## config.mk

```make
export PLATFORM = sky130hd
export DESIGN_NAME = fifo_uart_drain
export DESIGN_NICKNAME = d
export VERILOG_FILES = /design/src/rtl/fifo_uart_drain.sv
export SDC_FILE = /design/constraint.sdc
export NUM_CORES = 1
export LEC_CHECK = 0
export ABC_AREA = 1
export ABC_CLOCK_PERIOD_IN_PS = 1790
export BUFFER_PORTS_ARGS = -buffer_cell sky130_fd_sc_hd__buf_2
export CELL_PAD_IN_SITES_DETAIL_PLACEMENT = 1
export CELL_PAD_IN_SITES_GLOBAL_PLACEMENT = 1
export CORE_MARGIN = 1.5
export CORE_UTILIZATION = 41
export CTS_BUF_LIST = sky130_fd_sc_hd__clkbuf_8
export DETAILED_ROUTE_END_ITERATION = 6
export PLACE_DENSITY = 0.76
export SYNTH_ARGS = -nofsm -noshare
export SYNTH_HDL_FRONTEND = slang
export SYNTH_SLANG_ARGS = --single-unit
```

## constraint.sdc

```tcl
create_clock -name clk -period 1.79 [get_ports clk]
set_clock_uncertainty 0.05 [all_clocks]
set_input_delay 0 -clock clk [delete_from_list [all_inputs] [get_ports clk]]
set_output_delay 0 -clock clk [all_outputs]
set_load 0.01 [all_outputs]
```

## src/rtl/fifo_uart_drain.sv

```systemverilog
// Drains a synchronous FIFO one word at a time onto an asynchronous serial line.
// Optional even-parity bit enabled by defining FIFO_UART_DRAIN_PARITY_EN.
module fifo_uart_drain #(
  parameter int WIDTH        = 8,
  parameter int CLKS_PER_BIT = 4
) (
  input  logic             clk,
  input  logic             reset,
  input  logic             enable,
  input  logic             fifo_empty,
  input  logic [WIDTH-1:0] fifo_data,
  output logic             fifo_rd,
  output logic             tx,
  output logic             busy,
  output logic             frame_done,
  output logic [15:0]      frame_count
);

  localparam int BAUD_W = (CLKS_PER_BIT > 1) ? $clog2(CLKS_PER_BIT) : 1;
  localparam int IDX_W  = (WIDTH > 1) ? $clog2(WIDTH) : 1;
  localparam logic [BAUD_W-1:0] BAUD_LAST = BAUD_W'(CLKS_PER_BIT - 1);
  localparam logic [IDX_W-1:0]  IDX_LAST  = IDX_W'(WIDTH - 1);

`ifdef FIFO_UART_DRAIN_PARITY_EN
  typedef enum logic [2:0] {IDLE, POP, LOAD, START, DATA, PARITY, STOP} state_t;
`else
  typedef enum logic [2:0] {IDLE, POP, LOAD, START, DATA, STOP} state_t;
`endif

  state_t             state_reg, state_next;
  logic [BAUD_W-1:0]  baud_reg;
  logic [IDX_W-1:0]   idx_reg;
  logic [WIDTH-1:0]   shift_reg;
  logic [15:0]        frame_count_reg;
  logic               bit_end;
  logic               timed;
`ifdef FIFO_UART_DRAIN_PARITY_EN
  logic               parity_reg;
`endif

  assign bit_end     = (baud_reg == BAUD_LAST);
  assign timed       = (state_reg != IDLE) && (state_reg != POP) && (state_reg != LOAD);
  assign frame_count = frame_count_reg;

  always_ff @(posedge clk or negedge reset) begin
    if (!reset) begin
      state_reg       <= IDLE;
      baud_reg        <= '0;
      idx_reg         <= '0;
      shift_reg       <= '0;
      frame_count_reg <= '0;
`ifdef FIFO_UART_DRAIN_PARITY_EN
      parity_reg      <= 1'b0;
`endif
    end else begin
      state_reg <= state_next;

      // Counters restart on every state entry; DATA reuses the baud counter per bit.
      if (state_next != state_reg || !timed || bit_end)
        baud_reg <= '0;
      else
        baud_reg <= baud_reg + 1'b1;

      if (state_next != state_reg)
        idx_reg <= '0;
      else if (state_reg == DATA && bit_end)
        idx_reg <= idx_reg + 1'b1;

      // FIFO read latency is one cycle, so the popped word is valid in LOAD.
      if (state_reg == LOAD) begin
        shift_reg  <= fifo_data;
`ifdef FIFO_UART_DRAIN_PARITY_EN
        parity_reg <= ^fifo_data;
`endif
      end else if (state_reg == DATA && bit_end) begin
        shift_reg <= shift_reg >> 1;
      end

      if (frame_done)
        frame_count_reg <= frame_count_reg + 16'd1;
    end
  end

  always_comb begin
    state_next = state_reg;
    fifo_rd    = 1'b0;
    tx         = 1'b1;
    busy       = 1'b1;
    frame_done = 1'b0;
    case (state_reg)
      IDLE: begin
        busy = 1'b0;
        if (enable && !fifo_empty)
          state_next = POP;
      end
      POP: begin
        fifo_rd    = 1'b1;
        state_next = LOAD;
      end
      LOAD: state_next = START;
      START: begin
        tx = 1'b0;
        if (bit_end)
          state_next = DATA;
      end
      DATA: begin
        tx = shift_reg[0];
        if (bit_end && idx_reg == IDX_LAST)
`ifdef FIFO_UART_DRAIN_PARITY_EN
          state_next = PARITY;
`else
          state_next = STOP;
`endif
      end
`ifdef FIFO_UART_DRAIN_PARITY_EN
      PARITY: begin
        tx = parity_reg;
        if (bit_end)
          state_next = STOP;
      end
`endif
      STOP: begin
        if (bit_end) begin
          frame_done = 1'b1;
          state_next = IDLE;
        end
      end
      default: state_next = IDLE;
    endcase
  end

endmodule

```

==> results.sh <==
export IMPL_tns_ps=0
export IMPL_final_nets=266
export IMPL_ys_warn_count=0
export IMPL_cts_inserted_buffers=5
export IMPL_start_util=0.426
export IMPL_worstPathArrival_ps=1830
export IMPL_dp_cells=281
export IMPL_final_hold_violation_count=0
export IMPL_drive_above_1_share=0.239
export IMPL_numPortBuffers=31
export IMPL_crit_required_ps=1970
export IMPL_worst_pin_slew_ps=738
export IMPL_areaGrowthSynthToFinish_pct=25.7
export IMPL_largest_reg_flops=16
export IMPL_antenna_found_initial=0
export IMPL_fp_dieH_um=67.4
export IMPL_grt_ovfl_total=0
export IMPL_crit_path_start="state_reg[2]$_DFF_PN0_"
export IMPL_h_tree_depth=2
export IMPL_drt_iter0_drc=57
export IMPL_crit_fanout=12
export IMPL_clk_latency_ps=290
export IMPL_synth_area_mm2=0.00170
export IMPL_dieArea_mm2=0.00455
export IMPL_syn_inst=202
export IMPL_dr_total_vias=1545
export IMPL_synth_area_leaders="dfrtp_1 (47%), nand2_1 (8.6%), nand3_1 (7.9%)"
export IMPL_post_drt_wl_per_cell_um=14.3
export IMPL_max_freq_ghz=0.607
export IMPL_cts_tree="yes"
export IMPL_synth_cell_types=28
export IMPL_start_kind="flip-flop"
export IMPL_synth_top_area_share=0.470
export IMPL_drtAntennaViolNets=0
export IMPL_num_rows=23
export IMPL_drt_total_wl_um=4300
export IMPL_reg2reg_slack_ps=140
export IMPL_cts_sinks=32
export IMPL_powerDensity_mw_per_mm2=942
export IMPL_final_cells=301
export IMPL_slew_viol_final=0
export IMPL_grt_pass1_wl_um=7060
export IMPL_worstSetupPathType="reg -> reg"
export IMPL_cap_violations=0
export IMPL_status="completed"
export IMPL_fin_crit_ps=1650
export IMPL_first_pass_iters=4
export IMPL_place_congestion=0.831
export IMPL_hp_start="fifo_empty"
export IMPL_pre_cts_ws_ps=162
export IMPL_io_pins=32
export IMPL_vias_per_cell=5.13
export IMPL_grt_pass1_vias=1511
export IMPL_die_w_um=67.4
export IMPL_whs_ps=135
export IMPL_avgSynthCellArea_um2=8.43
export IMPL_core_mm2=0.00400
export IMPL_ys_ff_latch=32
export IMPL_yosys_area_top_type="dfrtp_1"
export IMPL_vdd_drop_max_mv=0.474
export IMPL_crit_path_end_kind="flip-flop"
export IMPL_dp_hpwl_um=2950
export IMPL_root_buffer="clkbuf_8"
export IMPL_final_period_utilization=0.921
export IMPL_r2r_start="state_reg[2]$_DFF_PN0_"
export IMPL_route_detailed_drc=0
export IMPL_hold_path_cell_count=6
export IMPL_setup_viol=0
export IMPL_diodes=0
export IMPL_ys_seq_area_frac=0.470
export IMPL_leakage_uw=0.00113
export IMPL_relSlewSlack=0.508
export IMPL_hold_path_class="in -> reg"
export IMPL_syn_nets=218
export IMPL_clkTransAtPathRegs_ps=70
export IMPL_clockBufferDepth=2
export IMPL_grt_use_total=0.212
export IMPL_r2r_worst_path_cells=6
export IMPL_total_power_uw=2020
export IMPL_worst_slack_ps=141
export IMPL_grt_max_degree=33
per-stage QoR:
step | utilization | instance area (um^2)
after floorplan | - | 1700
after global placement | 0.475 | 1900
after detailed placement | 0.475 | 1900
after CTS | 0.530 | 2120
after global routing | 0.535 | 2140
final | 0.535 | 2140
power by group:
group / internal (uW) / switching (uW) / total [uW]
Combinational: 167 / 272 / 439
Clock: 407 / 287 / 694
Sequential: 815 / 69.5 / 884
Total: 1390 / 628 / 2020
cell families (layout without fill, tap and decap cells):
group           Yosys count  in the layout  synth area share
compound gates           11             11            0.0353
simple gates            110            110             0.312
buf+inv                  32             81            0.0845
flops                    32             32             0.470
mux                       1              1           0.00661
fa+ha+maj                 4              4            0.0294
xor+xnor                 12             12            0.0617
critical path, stage by stage (launching register included):
cell and delay (ps):
dfrtp_1 470, inv_4 170, nand2_1 90, nor2_1 90
nand2_1 80, dlygate4sd3_1 560, nand2_1 70
cell usage in the layout, fill, tap and decap left out, drive strengths merged:
cell | synthesis | layout
o22ai | 1 | 1
xnor2 | 4 | 4
o21ai | 5 | 5
clkinv | 0 | 1
nand2 | 41 | 41
a31oi | 1 | 1
nor2 | 26 | 26
nand3 | 30 | 30
ha | 4 | 4
inv | 27 | 28
xor2 | 8 | 8
dfrtp | 32 | 32
nand4 | 9 | 9
a211oi | 1 | 1
nor3 | 3 | 3
buf | 5 | 35
a21oi | 3 | 3
dlygate4sd3 | 0 | 11
and2 | 1 | 1
bufinv | 0 | 1
clkbuf | 0 | 5
mux2 | 1 | 1
metal layers:
layer  GRT usage  vias up  part of all wire
li1            -      742                 -
met1       0.277      760              0.47
met2       0.334       31              0.48
met3      0.0417       12             0.032
met4       0.105        0             0.024
met5           0        -                 0
timing repair:
item | CTS | global route
endpoints found under the setup margin | 0 | 14
setup buffers | 0 | 1
endpoints found under the hold margin | 41 | 0
hold buffers | 11 | 0
resized for setup | 0 | 5
cell usage after synthesis:
| library cell | instances |
|---|---|
| inv_1 | 23 |
| o22ai_1 | 1 |
| nand3_1 | 27 |
| mux2_2 | 1 |
| dfrtp_1 | 32 |
| o21ai_0 | 4 |
| nand3_2 | 2 |
| a21oi_1 | 3 |
| xnor2_1 | 4 |
| nand4_1 | 9 |
| nand3_4 | 1 |
| nor3_2 | 1 |
| nand2_2 | 2 |
| and2_1 | 1 |
| buf_4 | 2 |
| nor2_4 | 2 |
| nand2_1 | 39 |
| a211oi_1 | 1 |
| buf_2 | 1 |
| nor2_1 | 22 |
| xor2_1 | 8 |
| buf_6 | 2 |
| nor2_2 | 2 |
| ha_1 | 4 |
| nor3_1 | 2 |
| inv_2 | 4 |
| o21ai_1 | 1 |
| a31oi_1 | 1 |
final timing paths:
kind                                                 end
worst max-delay path              state_reg[0]$_DFF_PN0_
max in group asynchronous         idx_reg[0]$_DFFE_PN0P_
min in group asynchronous       shift_reg[3]$_DFFE_PN0P_
worst max register to register    state_reg[0]$_DFF_PN0_
worst min register to register     baud_reg[0]$_DFF_PN0_
worst min-delay path               baud_reg[1]$_DFF_PN0_
layout make-up:
type	instances	area, um^2
clock buffers	5	68.8
flip-flops and latches	32	801
inverters	27	104
fillers	501	1860
clock inverters	3	38.8
repair buffers	46	295
multi-input cells	138	771
well taps	50	62.6
Note: power is estimated with default switching activity, not from simulation.
